[src/rtl/fifo_arb_pkg.sv]
// fifo_arb_pkg
// Shared types and constants for the FIFO access arbiter.
//   state_t   : arbiter FSM states
//   op_t      : operation code {rd, wr} latched at grant
//   PORT0/1   : requester indices (0 = UART command service, 1 = local/debug)
//   NUM_PORTS : number of requesters sharing the FIFO
package fifo_arb_pkg;

  typedef enum logic [1:0] {
    IDLE  = 2'd0,
    ISSUE = 2'd1,
    WAIT  = 2'd2,
    DONE  = 2'd3
  } state_t;

  typedef enum logic [1:0] {
    OP_NONE = 2'b00,
    OP_WR   = 2'b01,
    OP_RD   = 2'b10,
    OP_RW   = 2'b11
  } op_t;

  localparam int   NUM_PORTS = 2;
  localparam logic PORT0     = 1'b0;
  localparam logic PORT1     = 1'b1;

  function automatic logic op_has_wr(op_t op);
    return op[0];
  endfunction

  function automatic logic op_has_rd(op_t op);
    return op[1];
  endfunction

endpackage

[src/rtl/rr_arb2.sv]
// rr_arb2
// Two-requester round-robin grant with a registered last-grant pointer.
// Ports:
//   clk       : system clock
//   rst       : asynchronous active-low reset (pointer favours port 0 after reset)
//   req[1:0]  : request vector
//   en        : grant enable; the pointer only moves when en is high and someone requests
//   gnt_valid : at least one port is requesting
//   gnt_idx   : index of the port that wins this cycle
module rr_arb2
  import fifo_arb_pkg::*;
(
  input  logic       clk,
  input  logic       rst,
  input  logic [1:0] req,
  input  logic       en,
  output logic       gnt_valid,
  output logic       gnt_idx
);

  logic last;

  // A lone requester wins outright; on contention the port not granted last wins.
  always_comb begin
    gnt_valid = |req;
    gnt_idx   = PORT0;
    case (req)
      2'b01:   gnt_idx = PORT0;
      2'b10:   gnt_idx = PORT1;
      2'b11:   gnt_idx = ~last;
      default: gnt_idx = PORT0;
    endcase
  end

  // Reset the pointer as if port 1 had just been served so port 0 wins the first tie.
  always_ff @(posedge clk or negedge rst) begin
    if (!rst) begin
      last <= PORT1;
    end else if (en && gnt_valid) begin
      last <= gnt_idx;
    end
  end

endmodule

[src/rtl/fifo_access_arbiter.sv]
// fifo_access_arbiter
// Shares one FIFO between two requesters (port 0 UART service, port 1 local/debug).
// Each granted operation (write, read or read+write) runs IDLE -> ISSUE -> WAIT -> DONE,
// so an ack arrives 3 cycles after the request is taken and operations are 4 cycles apart.
// Ports:
//   clk, rst           : clock, asynchronous active-low reset
//   req_wr/req_rd[1:0] : per-port requests, held until ack
//   req_wdata          : per-port write data, port p at [p*DATA_W +: DATA_W]
//   ack/err[1:0]       : one-cycle completion pulse and refusal status for the granted port
//   rdata/rvalid       : shared read data, valid with ack when the read was issued
//   fifo_*             : FIFO strobes, write data, registered read data and flags
//   level              : tracked occupancy 0..DEPTH
//   busy               : high whenever an operation is in flight
module fifo_access_arbiter
  import fifo_arb_pkg::*;
#(
  parameter int DATA_W = 8,
  parameter int DEPTH  = 16,
  parameter int LVL_W  = $clog2(DEPTH + 1)
) (
  input  logic                   clk,
  input  logic                   rst,
  input  logic [NUM_PORTS-1:0]   req_wr,
  input  logic [NUM_PORTS-1:0]   req_rd,
  input  logic [2*DATA_W-1:0]    req_wdata,
  output logic [NUM_PORTS-1:0]   ack,
  output logic [NUM_PORTS-1:0]   err,
  output logic [DATA_W-1:0]      rdata,
  output logic                   rvalid,
  output logic                   fifo_wr_en,
  output logic [DATA_W-1:0]      fifo_wr_data,
  output logic                   fifo_rd_en,
  input  logic [DATA_W-1:0]      fifo_rd_data,
  input  logic                   fifo_full,
  input  logic                   fifo_empty,
  output logic [LVL_W-1:0]       level,
  output logic                   busy
);

  localparam logic [LVL_W-1:0] LVL_MAX = LVL_W'(DEPTH);

  state_t              state;
  state_t              state_nxt;
  logic                gnt_valid;
  logic                gnt_idx;
  logic                gnt_q;
  op_t                 req_op;
  op_t                 op_q;
  logic [DATA_W-1:0]   req_data;
  logic                wr_ok;
  logic                rd_ok;

  rr_arb2 u_arb (
    .clk       (clk),
    .rst       (rst),
    .req       (req_wr | req_rd),
    .en        (state == IDLE),
    .gnt_valid (gnt_valid),
    .gnt_idx   (gnt_idx)
  );

  // Operation and data of whichever port the arbiter currently favours.
  always_comb begin
    req_op   = op_t'({req_rd[gnt_idx], req_wr[gnt_idx]});
    req_data = gnt_idx ? req_wdata[2*DATA_W-1:DATA_W] : req_wdata[DATA_W-1:0];
  end

  // Fixed four-step sequence; only IDLE waits on anything.
  always_comb begin
    state_nxt = state;
    case (state)
      IDLE:    if (gnt_valid) state_nxt = ISSUE;
      ISSUE:   state_nxt = WAIT;
      WAIT:    state_nxt = DONE;
      DONE:    state_nxt = IDLE;
      default: state_nxt = IDLE;
    endcase
  end

  always_ff @(posedge clk or negedge rst) begin
    if (!rst) begin
      state <= IDLE;
    end else begin
      state <= state_nxt;
    end
  end

  // Registered outputs and per-operation bookkeeping.
  // Strobes are computed on the edge that enters ISSUE so they are high for the whole
  // ISSUE cycle. The flags seen on that edge are the ones ISSUE sees, because the FIFO
  // only moves on our own strobes. Each part of a read+write is judged on the flags
  // alone, so a full FIFO refuses the write even though the read would free a slot.
  always_ff @(posedge clk or negedge rst) begin
    if (!rst) begin
      ack          <= '0;
      err          <= '0;
      rdata        <= '0;
      rvalid       <= 1'b0;
      fifo_wr_en   <= 1'b0;
      fifo_rd_en   <= 1'b0;
      fifo_wr_data <= '0;
      level        <= '0;
      busy         <= 1'b0;
      gnt_q        <= PORT0;
      op_q         <= OP_NONE;
      wr_ok        <= 1'b0;
      rd_ok        <= 1'b0;
    end else begin
      ack          <= '0;
      err          <= '0;
      rdata        <= '0;
      rvalid       <= 1'b0;
      fifo_wr_en   <= 1'b0;
      fifo_rd_en   <= 1'b0;
      fifo_wr_data <= '0;
      busy         <= (state_nxt != IDLE);
      case (state)
        IDLE: begin
          if (gnt_valid) begin
            gnt_q        <= gnt_idx;
            op_q         <= req_op;
            wr_ok        <= op_has_wr(req_op) & ~fifo_full;
            rd_ok        <= op_has_rd(req_op) & ~fifo_empty;
            fifo_wr_en   <= op_has_wr(req_op) & ~fifo_full;
            fifo_rd_en   <= op_has_rd(req_op) & ~fifo_empty;
            fifo_wr_data <= req_data;
          end
        end
        ISSUE: begin
          // A simultaneous read and write leaves occupancy unchanged; clamp at both ends.
          if (fifo_wr_en && !fifo_rd_en && level != LVL_MAX) begin
            level <= level + LVL_W'(1);
          end else if (fifo_rd_en && !fifo_wr_en && level != '0) begin
            level <= level - LVL_W'(1);
          end
        end
        WAIT: begin
          // The FIFO presents read data during WAIT; capture it for the DONE cycle.
          ack[gnt_q] <= 1'b1;
          err[gnt_q] <= (op_has_wr(op_q) & ~wr_ok) | (op_has_rd(op_q) & ~rd_ok);
          rvalid     <= rd_ok;
          rdata      <= rd_ok ? fifo_rd_data : '0;
        end
        default: begin
        end
      endcase
    end
  end

endmodule

[config.mk]
export PLATFORM = sky130hd
export DESIGN_NAME = fifo_access_arbiter
export DESIGN_NICKNAME = d
export VERILOG_FILES = /design/src/rtl/fifo_arb_pkg.sv /design/src/rtl/rr_arb2.sv /design/src/rtl/fifo_access_arbiter.sv
export SDC_FILE = /design/constraint.sdc
export NUM_CORES = 1
export LEC_CHECK = 0
export ABC_AREA = 1
export CORE_UTILIZATION = 30
export CTS_CLUSTER_SIZE = 10
export DETAILED_ROUTE_END_ITERATION = 10
export PLACE_DENSITY = 0.61
export REMOVE_ABC_BUFFERS = 1
export SYNTH_ARGS = -nofsm -noshare
export SYNTH_HDL_FRONTEND = slang
export SYNTH_HIERARCHICAL = 1
export SYNTH_SLANG_ARGS = --single-unit
export TNS_END_PERCENT = 1
[constraint.sdc]
create_clock -name clk -period 2.7 [get_ports clk]
set_clock_uncertainty 0.15 [all_clocks]
set_input_delay 0.81 -clock clk [delete_from_list [all_inputs] [get_ports clk]]
set_output_delay 0.81 -clock clk [all_outputs]
set_load 0.02 [all_outputs]
==> run_results.csv, run 1 <==
group,metric,value,unit
floorplanning,dieArea,0.00586,mm²
floorplanning,die_y,76.6,µm
clock_tree,insertion_delay,0.28,ns
finish,num-fill-cells,497,
hold_path,min_from,"u_arb/last$_DFFE_PN1P_",
finish,nets,285,
timing,period_needed,2.35,ns
yosys,post-synth-top-area-fraction,0.540,
routing,postRouteAntennaNets,0,
power_and_ir_drop,clkPwrFrac,0.191,
critical_path,slowest_delay,0.42,ns
power_and_ir_drop,power,0.00252,W
yosys,avgSynthCellArea,9.48,µm²
timing,finalSetupViolCount,0,
critical_path,path_class,"in2reg",
outcome,status,"finished, final reports clean",
power_and_ir_drop,ir_drop,0.568,mV
power_and_ir_drop,leakage,1.20,nW
critical_path,endpoint_kind,"flip-flop",
yosys,ys_top_cells_by_area,"dfrtp_1 54%, nor2_1 6.5%, inv_1 6.3%",
critical_path,r2r_start,"level[1]$_DFFE_PN0P_",
floorplanning,ios,61,
power_and_ir_drop,powerDensity,1020,mW/mm²
power_and_ir_drop,p_sw_frac,0.371,
placed_design,place_area,0.00236,mm²
floorplanning,rows,26,
yosys,synth-xor-area-share,0.0203,
routing,vias,1294,
finish,final_cell_mix,"59 x clkdlybuf4s50_1, 36 x dfrtp_1, 29 x nor2_1, 28 x inv_1, 24 x nand2_1",
power_and_ir_drop,switching_power,0.000936,W
routing,dr_wl_met3,175,µm
finish,synthToLayoutAreaGrowth,48.6,%
critical_path,required,2.71,ns
yosys,ys_ff_latch,37,
grt,grt_pass1_vias,1283,
clock_tree,cts_root_buf,"clkbuf_8",
placed_design,hpwlAfterDp,2440,µm
timing,fmax,426,MHz
grt,grt_max_degree,38,
clock_tree,cts_max_level,2,
yosys,synthAdderAreaFrac,0.0720,
routing,top_layer,"met4",
timing,slew_viol_final,0,
yosys,yosys.area.top_type,"dfrtp_1",
critical_path,cp-startpoint,"req_rd[1]",
routing,dr_wl_met2,1440,µm
routing,met1_length,1550,µm
timing,finalHoldViolCount,0,
timing,worst_pin_slew,0.802,ns
critical_path,worstSetupStartpointType,"input pin",
critical_path,cp_num_buf_inv,1,
clock_tree,cts_setup_buffers,0,
timing,fin_crit_sh,0.869,
routing,wire_per_inst,10.1,µm
yosys,yosysWarnings,6,
routing,routed_wl,3200,µm
grt,overflow,0,
routing,via_per_inst,4.11,
timing,setup_tns,0,ns
clock_tree,cts_tree,"done",
yosys,synth-simple-area-share,0.213,
placed_design,gp_congestion,0.684,
finish,layout_commonest_cell,"clkdlybuf4s50_1",
run,cap_violations,0,
critical_path,critPathArrivalTime,2.36,ns
clock_tree,postCtsResizedCells,0,
placed_design,port_buffers,60,
yosys,synth_area,0.00167,mm²
grt,antenna_found_initial,0,
yosys,synth_cell_types,26,
hold_path,hold_path_class,"reg2reg",
grt,grt_pass1_wl,5670,µm
clock_tree,clockBufferDepth,2,
routing,drt_pass1_iterations,4,
floorplanning,coreArea,0.00524,mm²
finish,layout-drive-gt1-share,0.102,
critical_path,path_delay_family,"simple AND/OR/NAND/NOR gates",
yosys,seq_area_frac_synth,0.556,
yosys,synth_compound_area_frac,0.0645,
timing,max_slew_margin,0.466,
grt,grtUsageTotal,0.122,
critical_path,cp_cell_sequence,"clkdlybuf4s50_1 > or2_2 > or2_1 > o21ai_0 > o21ai_0 > or2_2",
finish,fin_area,0.00248,mm²
power_and_ir_drop,p_comb_frac,0.468,
critical_path,slowest_stage,"clkdlybuf4s50_1",
routing,drc,0,
yosys,synth_cells,176,
yosys,synthMuxAreaShare,0,
power_and_ir_drop,pwr-share-seq,0.341,
finish,n_antenna_cell,0,
floorplanning,chipWidth,76.6,µm
floorplanning,start_util,0.318,
routing,dr.first_iter.drc_count,38,
yosys,synth_top_family_by_area,"simple AND/OR/NAND/NOR gates",
clock_tree,cts_sinks,37,
clock_tree,clk_pin_slew,0.07,ns
critical_path,cp_max_fo,4,
clock_tree,postCtsHoldBufs,0,
timing,rsz0062_at_grt,"no",
clock_tree,numCtsBuffers,5,
power_and_ir_drop,internal_power,0.00159,W
state kept, by name (all words and copies together), names as in the netlist:
name / cells
op_q: 2
wr_ok: 1
level: 5
fifo_wr_en: 1
rd_ok: 1
busy: 1
fifo_rd_en: 1
gnt_q: 1
state: 2
rvalid: 1
ack: 2
fifo_wr_data: 8
u_arb/last: 1
err: 2
rdata: 8
power by group through the flow:
stage | clock (W) | combinational, W | sequential [W]
4_1_cts | 0.000500 | 0.00120 | 0.000861
3_5_place_dp | 0 | 0.00120 | 0.000869
3_3_place_gp | 0 | 0.00118 | 0.000870
2_1_floorplan | 0 | 0.000555 | 0.00102
6_report | 0.000482 | 0.00118 | 0.000859
5_1_grt | 0.000523 | 0.00132 | 0.000888
metal layers:
layer / up-vias / track usage
met5: - / 0
met4: 0 / 0.0404
met3: 5 / 0.0371
met2: 34 / 0.199
met1: 579 / 0.155
li1: 676 / -
kinds of logic (layout without fill, tap and decap cells):
kind of cell / Yosys count / count (layout)
simple gates: 76 / 76
flops: 37 / 37
buf+inv: 31 / 100
compound gates: 20 / 20
fa+ha+maj: 9 / 9
xor+xnor: 3 / 3
worst reg2reg max path: cells and delay by family (launching register included):
| kind | cells | cell delay (ns) |
|---|---|---|
| compound gates | 1 | 0.13 |
| simple gates | 8 | 0.79 |
| flops | 1 | 0.45 |
| buf+inv | 1 | 0.06 |
| fa+ha+maj | 1 | 0.39 |
synth_stat cells (all sizes together):
library cell	instances
xor2	2
or2	3
o21ai	14
clkbuf	1
fa	1
o22ai	1
dfrtp	36
nor2	33
nor3	8
xnor2	1
a21boi	1
inv	28
buf	2
a21oi	4
nand3	5
nand2	27
ha	8
dfstp	1
final timing paths:
path | end | slack, ns | cells past startpoint
min in group asynchronous | rdata[3]$_DFF_PN0_ | 0.46 | 1
max | busy$_DFF_PN0_ | 0.35 | 6
min reg2reg | u_arb/last$_DFFE_PN1P_ | 0.32 | 2
max reg2reg | level[4]$_DFFE_PN0P_ | 0.62 | 11
max in group asynchronous | op_q[0]$_DFFE_PN0P_ | 1.42 | 1
min | u_arb/last$_DFFE_PN1P_ | 0.32 | 2
stage by stage:
stage,instances,setup slack [ns],utilization,hold slack [ns]
2_1_floorplan,173,0.406,-,0.295
3_5_place_dp,307,0.0818,0.451,0.315
4_1_cts,315,0.338,0.473,0.327
3_3_place_gp,307,0.0975,0.451,0.318
6_report,315,0.355,0.473,0.323
5_1_grt,315,0.257,0.473,0.356
layout make-up:
cell class / instances / area (µm²) / area share
flip-flops and latches: 37 / 927 / 0.374
well taps: 70 / 87.6 / 0.0353
multi-input cells: 108 / 617 / 0.249
clock buffers: 7 / 86.3 / 0.0348
clock inverters: 1 / 30.0 / 0.0121
repair buffers: 64 / 626 / 0.252
inverters: 28 / 105 / 0.0424
No activity file was read; power rests on OpenSTA's default activity.
==> run 2, diff against run 1 <==
- CORE_UTILIZATION: 30 -> 40
- MAX_ROUTING_LAYER: not set -> met4
- PLACE_DENSITY: 0.61 -> 0.76
- SKIP_CTS_REPAIR_TIMING: not set -> 1
==> run_results.csv, run 2 (synthesis gave the netlist of run 1 again) <==
group,metric,value,unit
timing,period_needed,2.36,ns
finish,synthToLayoutAreaGrowth,46.2,%
routing,routed_wl,3290,µm
grt,grt_max_degree,38,
routing,dr.first_iter.drc_count,40,
power_and_ir_drop,clkPwrFrac,0.166,
critical_path,r2r_slack,0.52,ns
grt,grt_pass1_wl,5540,µm
finish,final_cell_mix,"59 x clkdlybuf4s50_1, 36 x dfrtp_1, 29 x nor2_1, 28 x inv_1, 24 x nand2_1",
floorplanning,chipWidth,66.6,µm
placed_design,placed_cells,287,
run,cap_violations,0,
clock_tree,cts_tree,"done",
placed_design,place_area,0.00234,mm²
finish,fin_area,0.00244,mm²
hold_path,hold_path_class,"reg2reg",
timing,fmax,424,MHz
critical_path,cp_cell_sequence,"clkdlybuf4s50_1 > or2_2 > or2_1 > o21ai_0 > o21ai_0 > or2_2",
critical_path,required,2.72,ns
timing,fin_crit_sh,0.874,
critical_path,slowest_stage,"clkdlybuf4s50_1",
finish,layout_commonest_cell,"clkdlybuf4s50_1",
power_and_ir_drop,pwr-share-seq,0.347,
finish,reg.largest.list,"fifo_wr_data x8, rdata x8, level x5",
power_and_ir_drop,internal_power,0.00152,W
floorplanning,die_y,66.6,µm
timing,worst_pin_slew,0.782,ns
critical_path,path_delay_family,"simple AND/OR/NAND/NOR gates",
finish,final_cells,295,
grt,grtUsageTotal,0.180,
finish,n_antenna_cell,0,
grt,grt_pass1_vias,1298,
routing,wire_per_inst,11.1,µm
floorplanning,rows,23,
floorplanning,dieArea,0.00443,mm²
timing,max_slew_margin,0.479,
grt,overflow,0,
finish,nets,285,
floorplanning,start_util,0.417,
clock_tree,cts_max_level,2,
critical_path,worstSetupStartpointType,"input pin",
power_and_ir_drop,powerDensity,1010,mW/mm²
timing,finalSetupViolCount,0,
critical_path,critPathArrivalTime,2.38,ns
timing,finalHoldViolCount,0,
floorplanning,ios,61,
outcome,status,"finished, final reports clean",
critical_path,path_class,"in2reg",
critical_path,slowest_delay,0.43,ns
power_and_ir_drop,ir_drop,0.433,mV
placed_design,hpwlAfterDp,2520,µm
clock_tree,cts_root_buf,"clkbuf_8",
routing,vias,1349,
routing,drt_pass1_iterations,4,
placed_design,port_buffers,60,
critical_path,cp_num_buf_inv,1,
grt,antenna_found_initial,0,
power_and_ir_drop,p_sw_frac,0.385,
critical_path,cp_max_fo,4,
clock_tree,clk_pin_slew,0.07,ns
timing,slew_viol_final,0,
clock_tree,insertion_delay,0.28,ns
power_and_ir_drop,switching_power,0.000950,W
clock_tree,clockBufferDepth,2,
power_and_ir_drop,p_comb_frac,0.486,
routing,postRouteAntennaNets,0,
clock_tree,cts_sinks,37,
critical_path,endpoint_kind,"flip-flop",
routing,drc,0,
placed_design,gp_congestion,0.837,
routing,via_per_inst,4.57,
timing,rsz0062_at_grt,"no",
power_and_ir_drop,leakage,1.19,nW
clock_tree,numCtsBuffers,5,
timing,setup_tns,0,ns
floorplanning,coreArea,0.00400,mm²
finish,layout-drive-gt1-share,0.106,
==> run 2: cell types whose count changed in the layout (fill, tap and decap cells not counted) <==
cell	before	now
bufinv_16	1	0
clkbuf_1	1	0
clkbuf_8	6	7
clkinv_2	0	1
==> run 2: cell type report <==
class	instances	area, µm²
Sequential cell	37	927
Fill cell	351	1560
Inverter	28	105
Multi-Input combinational cell	108	617
Tap cell	50	62.6
Timing Repair Buffer	64	626
Clock buffer	7	96.3
Clock inverter	1	5.00
==> run 2: through the flow <==
stage	hold WS, ns	util	total power (W)	setup slack (ns)
floorplan	0.295	-	0.00157	0.406
global placement	0.315	0.584	0.00203	0.102
detailed placement	0.314	0.584	0.00207	0.0429
CTS	0.323	0.610	0.00250	0.337
global route	0.344	0.610	0.00266	0.235
finish	0.320	0.610	0.00247	0.341
==> run 2: path summary, 6_finish.rpt <==
path,from,to,depth (start not counted)
setup / recovery,req_rd[1],busy$_DFF_PN0_,6
hold / removal,u_arb/last$_DFFE_PN1P_,u_arb/last$_DFFE_PN1P_,2
setup reg to reg,level[1]$_DFFE_PN0P_,level[4]$_DFFE_PN0P_,11
hold reg to reg,u_arb/last$_DFFE_PN1P_,u_arb/last$_DFFE_PN1P_,2
max in group asynchronous,rst,level[4]$_DFFE_PN0P_,1
min in group asynchronous,rst,rdata[2]$_DFF_PN0_,1
==> run 2: power by group through the flow <==
stage	combinational (W)	clock, W	sequential [W]
global placement	0.00117	0	0.000861
global route	0.00134	0.000444	0.000878
detailed placement	0.00120	0	0.000868
finish	0.00120	0.000411	0.000858
floorplan	0.000555	0	0.00102
CTS	0.00122	0.000423	0.000859
==> run 2: routing by layer <==
| layer | part of all wire | global-route usage | up-vias |
|---|---|---|---|
| li1 | - | - | 684 |
| met1 | 0.41 | 0.190 | 610 |
| met2 | 0.51 | 0.297 | 47 |
| met3 | 0.061 | 0.0634 | 8 |
| met4 | 0.023 | 0.0904 | 0 |
| met5 | 0 | - | - |
==> run 2: worst register-to-register path: cells and delay by family, from the launching register on <==
kind | cells | cell delay [ns]
buffers and inverters | 1 | 0.07
DFF | 1 | 0.45
and+or+nand+nor | 8 | 0.82
adders and majority gates | 1 | 0.42
AOI/OAI and AO/OA | 1 | 0.15
==> run 3, diff against run 2 <==
- REMOVE_ABC_BUFFERS: 1 -> not set
- SKIP_CTS_REPAIR_TIMING: 1 -> not set
==> run_results.csv, run 3 (synthesis gave the netlist of run 1 again) <==
group,metric,value,unit
power_and_ir_drop,power,0.00242,W
clock_tree,cts_setup_buffers,0,
grt,grt_pass1_wl,5550,µm
grt,grt_pass1_vias,1290,
timing,max_slew_margin,0.468,
critical_path,path_class,"in2reg",
critical_path,cp_max_fo,4,
critical_path,rr_worst_depth,11,
critical_path,path_delay_family,"simple AND/OR/NAND/NOR gates",
routing,via_per_inst,4.46,
finish,n_antenna_cell,0,
critical_path,worstSetupStartpointType,"input pin",
clock_tree,clockBufferDepth,2,
finish,nets,285,
critical_path,endpoint_kind,"flip-flop",
critical_path,r2r_start,"level[1]$_DFFE_PN0P_",
clock_tree,cts_max_level,2,
floorplanning,chipWidth,66.6,µm
grt,grtUsageTotal,0.176,
routing,drc,0,
finish,layout-drive-gt1-share,0.102,
routing,postRouteAntennaNets,0,
critical_path,slowest_delay,0.42,ns
routing,routed_wl,3130,µm
clock_tree,cts_sinks,37,
timing,slew_viol_final,0,
clock_tree,clk_pin_slew,0.07,ns
finish,reg.largest.list,"fifo_wr_data x8, rdata x8, level x5",
critical_path,slowest_stage,"clkdlybuf4s50_1",
hold_path,min_from,"u_arb/last$_DFFE_PN1P_",
finish,fin_util,0.607,
floorplanning,dieArea,0.00443,mm²
timing,period_needed,2.35,ns
placed_design,gp_congestion,0.798,
power_and_ir_drop,powerDensity,998,mW/mm²
finish,num-fill-cells,369,
critical_path,cp-startpoint,"req_rd[1]",
run,cap_violations,0,
power_and_ir_drop,leakage,1.18,nW
timing,worst_pin_slew,0.798,ns
placed_design,hpwlAfterDp,2410,µm
floorplanning,start_util,0.417,
grt,overflow,0,
floorplanning,coreArea,0.00400,mm²
critical_path,path_depth,6,
floorplanning,rows,23,
clock_tree,cts_tree,"done",
clock_tree,postCtsHoldBufs,0,
clock_tree,insertion_delay,0.28,ns
timing,finalHoldViolCount,0,
timing,fin_crit_sh,0.871,
clock_tree,numCtsBuffers,5,
routing,dr.first_iter.drc_count,40,
clock_tree,postCtsResizedCells,0,
critical_path,cp_cell_sequence,"clkdlybuf4s50_1 > or2_2 > or2_1 > o21ai_0 > o21ai_0 > or2_2",
critical_path,critPathArrivalTime,2.37,ns
timing,finalSetupViolCount,0,
routing,wire_per_inst,10.6,µm
routing,vias,1310,
floorplanning,die_y,66.6,µm
timing,rsz0062_at_grt,"no",
critical_path,cp_num_buf_inv,1,
finish,layout_commonest_cell,"clkdlybuf4s50_1",
finish,final_cell_mix,"59 x clkdlybuf4s50_1, 36 x dfrtp_1, 29 x nor2_1, 28 x inv_1, 24 x nand2_1",
yosys,syn_nets,217,
critical_path,required,2.71,ns
outcome,status,"finished, final reports clean",
grt,antenna_found_initial,0,
power_and_ir_drop,ir_drop,0.398,mV
hold_path,hold_path_class,"reg2reg",
placed_design,port_buffers,60,
routing,drt_pass1_iterations,4,
finish,synthToLayoutAreaGrowth,45.5,%
floorplanning,ios,61,
clock_tree,cts_root_buf,"clkbuf_8",
hold_path,holdPathStages,2,
timing,fmax,425,MHz
grt,grt_max_degree,38,
timing,setup_tns,0,ns
[run 3: cell types whose count changed in the layout (fill, tap and decap cells not counted), sizes merged]
cell	before	now
clkbuf	7	6
clkinv	1	0
clkinvlp	0	1
[run 3: power by group]
group,switching (W),total (W),internal [W],leakage [nW]
Sequential,0.000108,0.000855,0.000747,0.482
Combinational,0.000646,0.00118,0.000535,0.657
Clock,0.000184,0.000386,0.000202,0.0433
[run 3: tightest hold or removal path: stages (launching register included)]
cell and delay, ns:
dfstp_2 0.38, nand2_1 0.06, nand2_1 0.05
[run 3: cell type report]
cell class              count  area (µm²)  share of cell area
flip-flops and latches     37         927               0.382
repair buffers             64         626               0.258
multi-input cells         108         617               0.254
inverters                  28         105              0.0433
clock buffers               6        82.6              0.0340
well taps                  50        62.6              0.0258
clock inverters             1        7.51             0.00309
[run 3: path summary, 6_finish.rpt]
kind | endpoint | slack (ns)
worst max-delay path | busy$_DFF_PN0_ | 0.35
worst min-delay path | u_arb/last$_DFFE_PN1P_ | 0.34
worst max register to register | level[4]$_DFFE_PN0P_ | 0.62
worst min register to register | u_arb/last$_DFFE_PN1P_ | 0.34
max in group asynchronous | level[2]$_DFFE_PN0P_ | 1.43
min in group asynchronous | rvalid$_DFF_PN0_ | 0.46
[run 3: layer usage]
layer | wire length [µm] | vias up | track usage
met1 | 1340 | 599 | 0.190
li1 | - | 673 | -
met4 | 14 | 0 | 0.0638
met3 | 168 | 2 | 0.0634
met2 | 1610 | 36 | 0.298
met5 | 0 | - | -
[run 3: per-stage QoR]
step / setup slack (ns) / instances / hold WS (ns) / area [µm²]
final: 0.347 / 294 / 0.339 / 2430
after detailed placement: 0.0670 / 287 / 0.327 / 2340
after CTS: 0.364 / 294 / 0.336 / 2430
after global routing: 0.269 / 294 / 0.366 / 2430
after floorplan: 0.551 / 176 / 0.295 / 1670
after global placement: 0.0879 / 287 / 0.315 / 2340
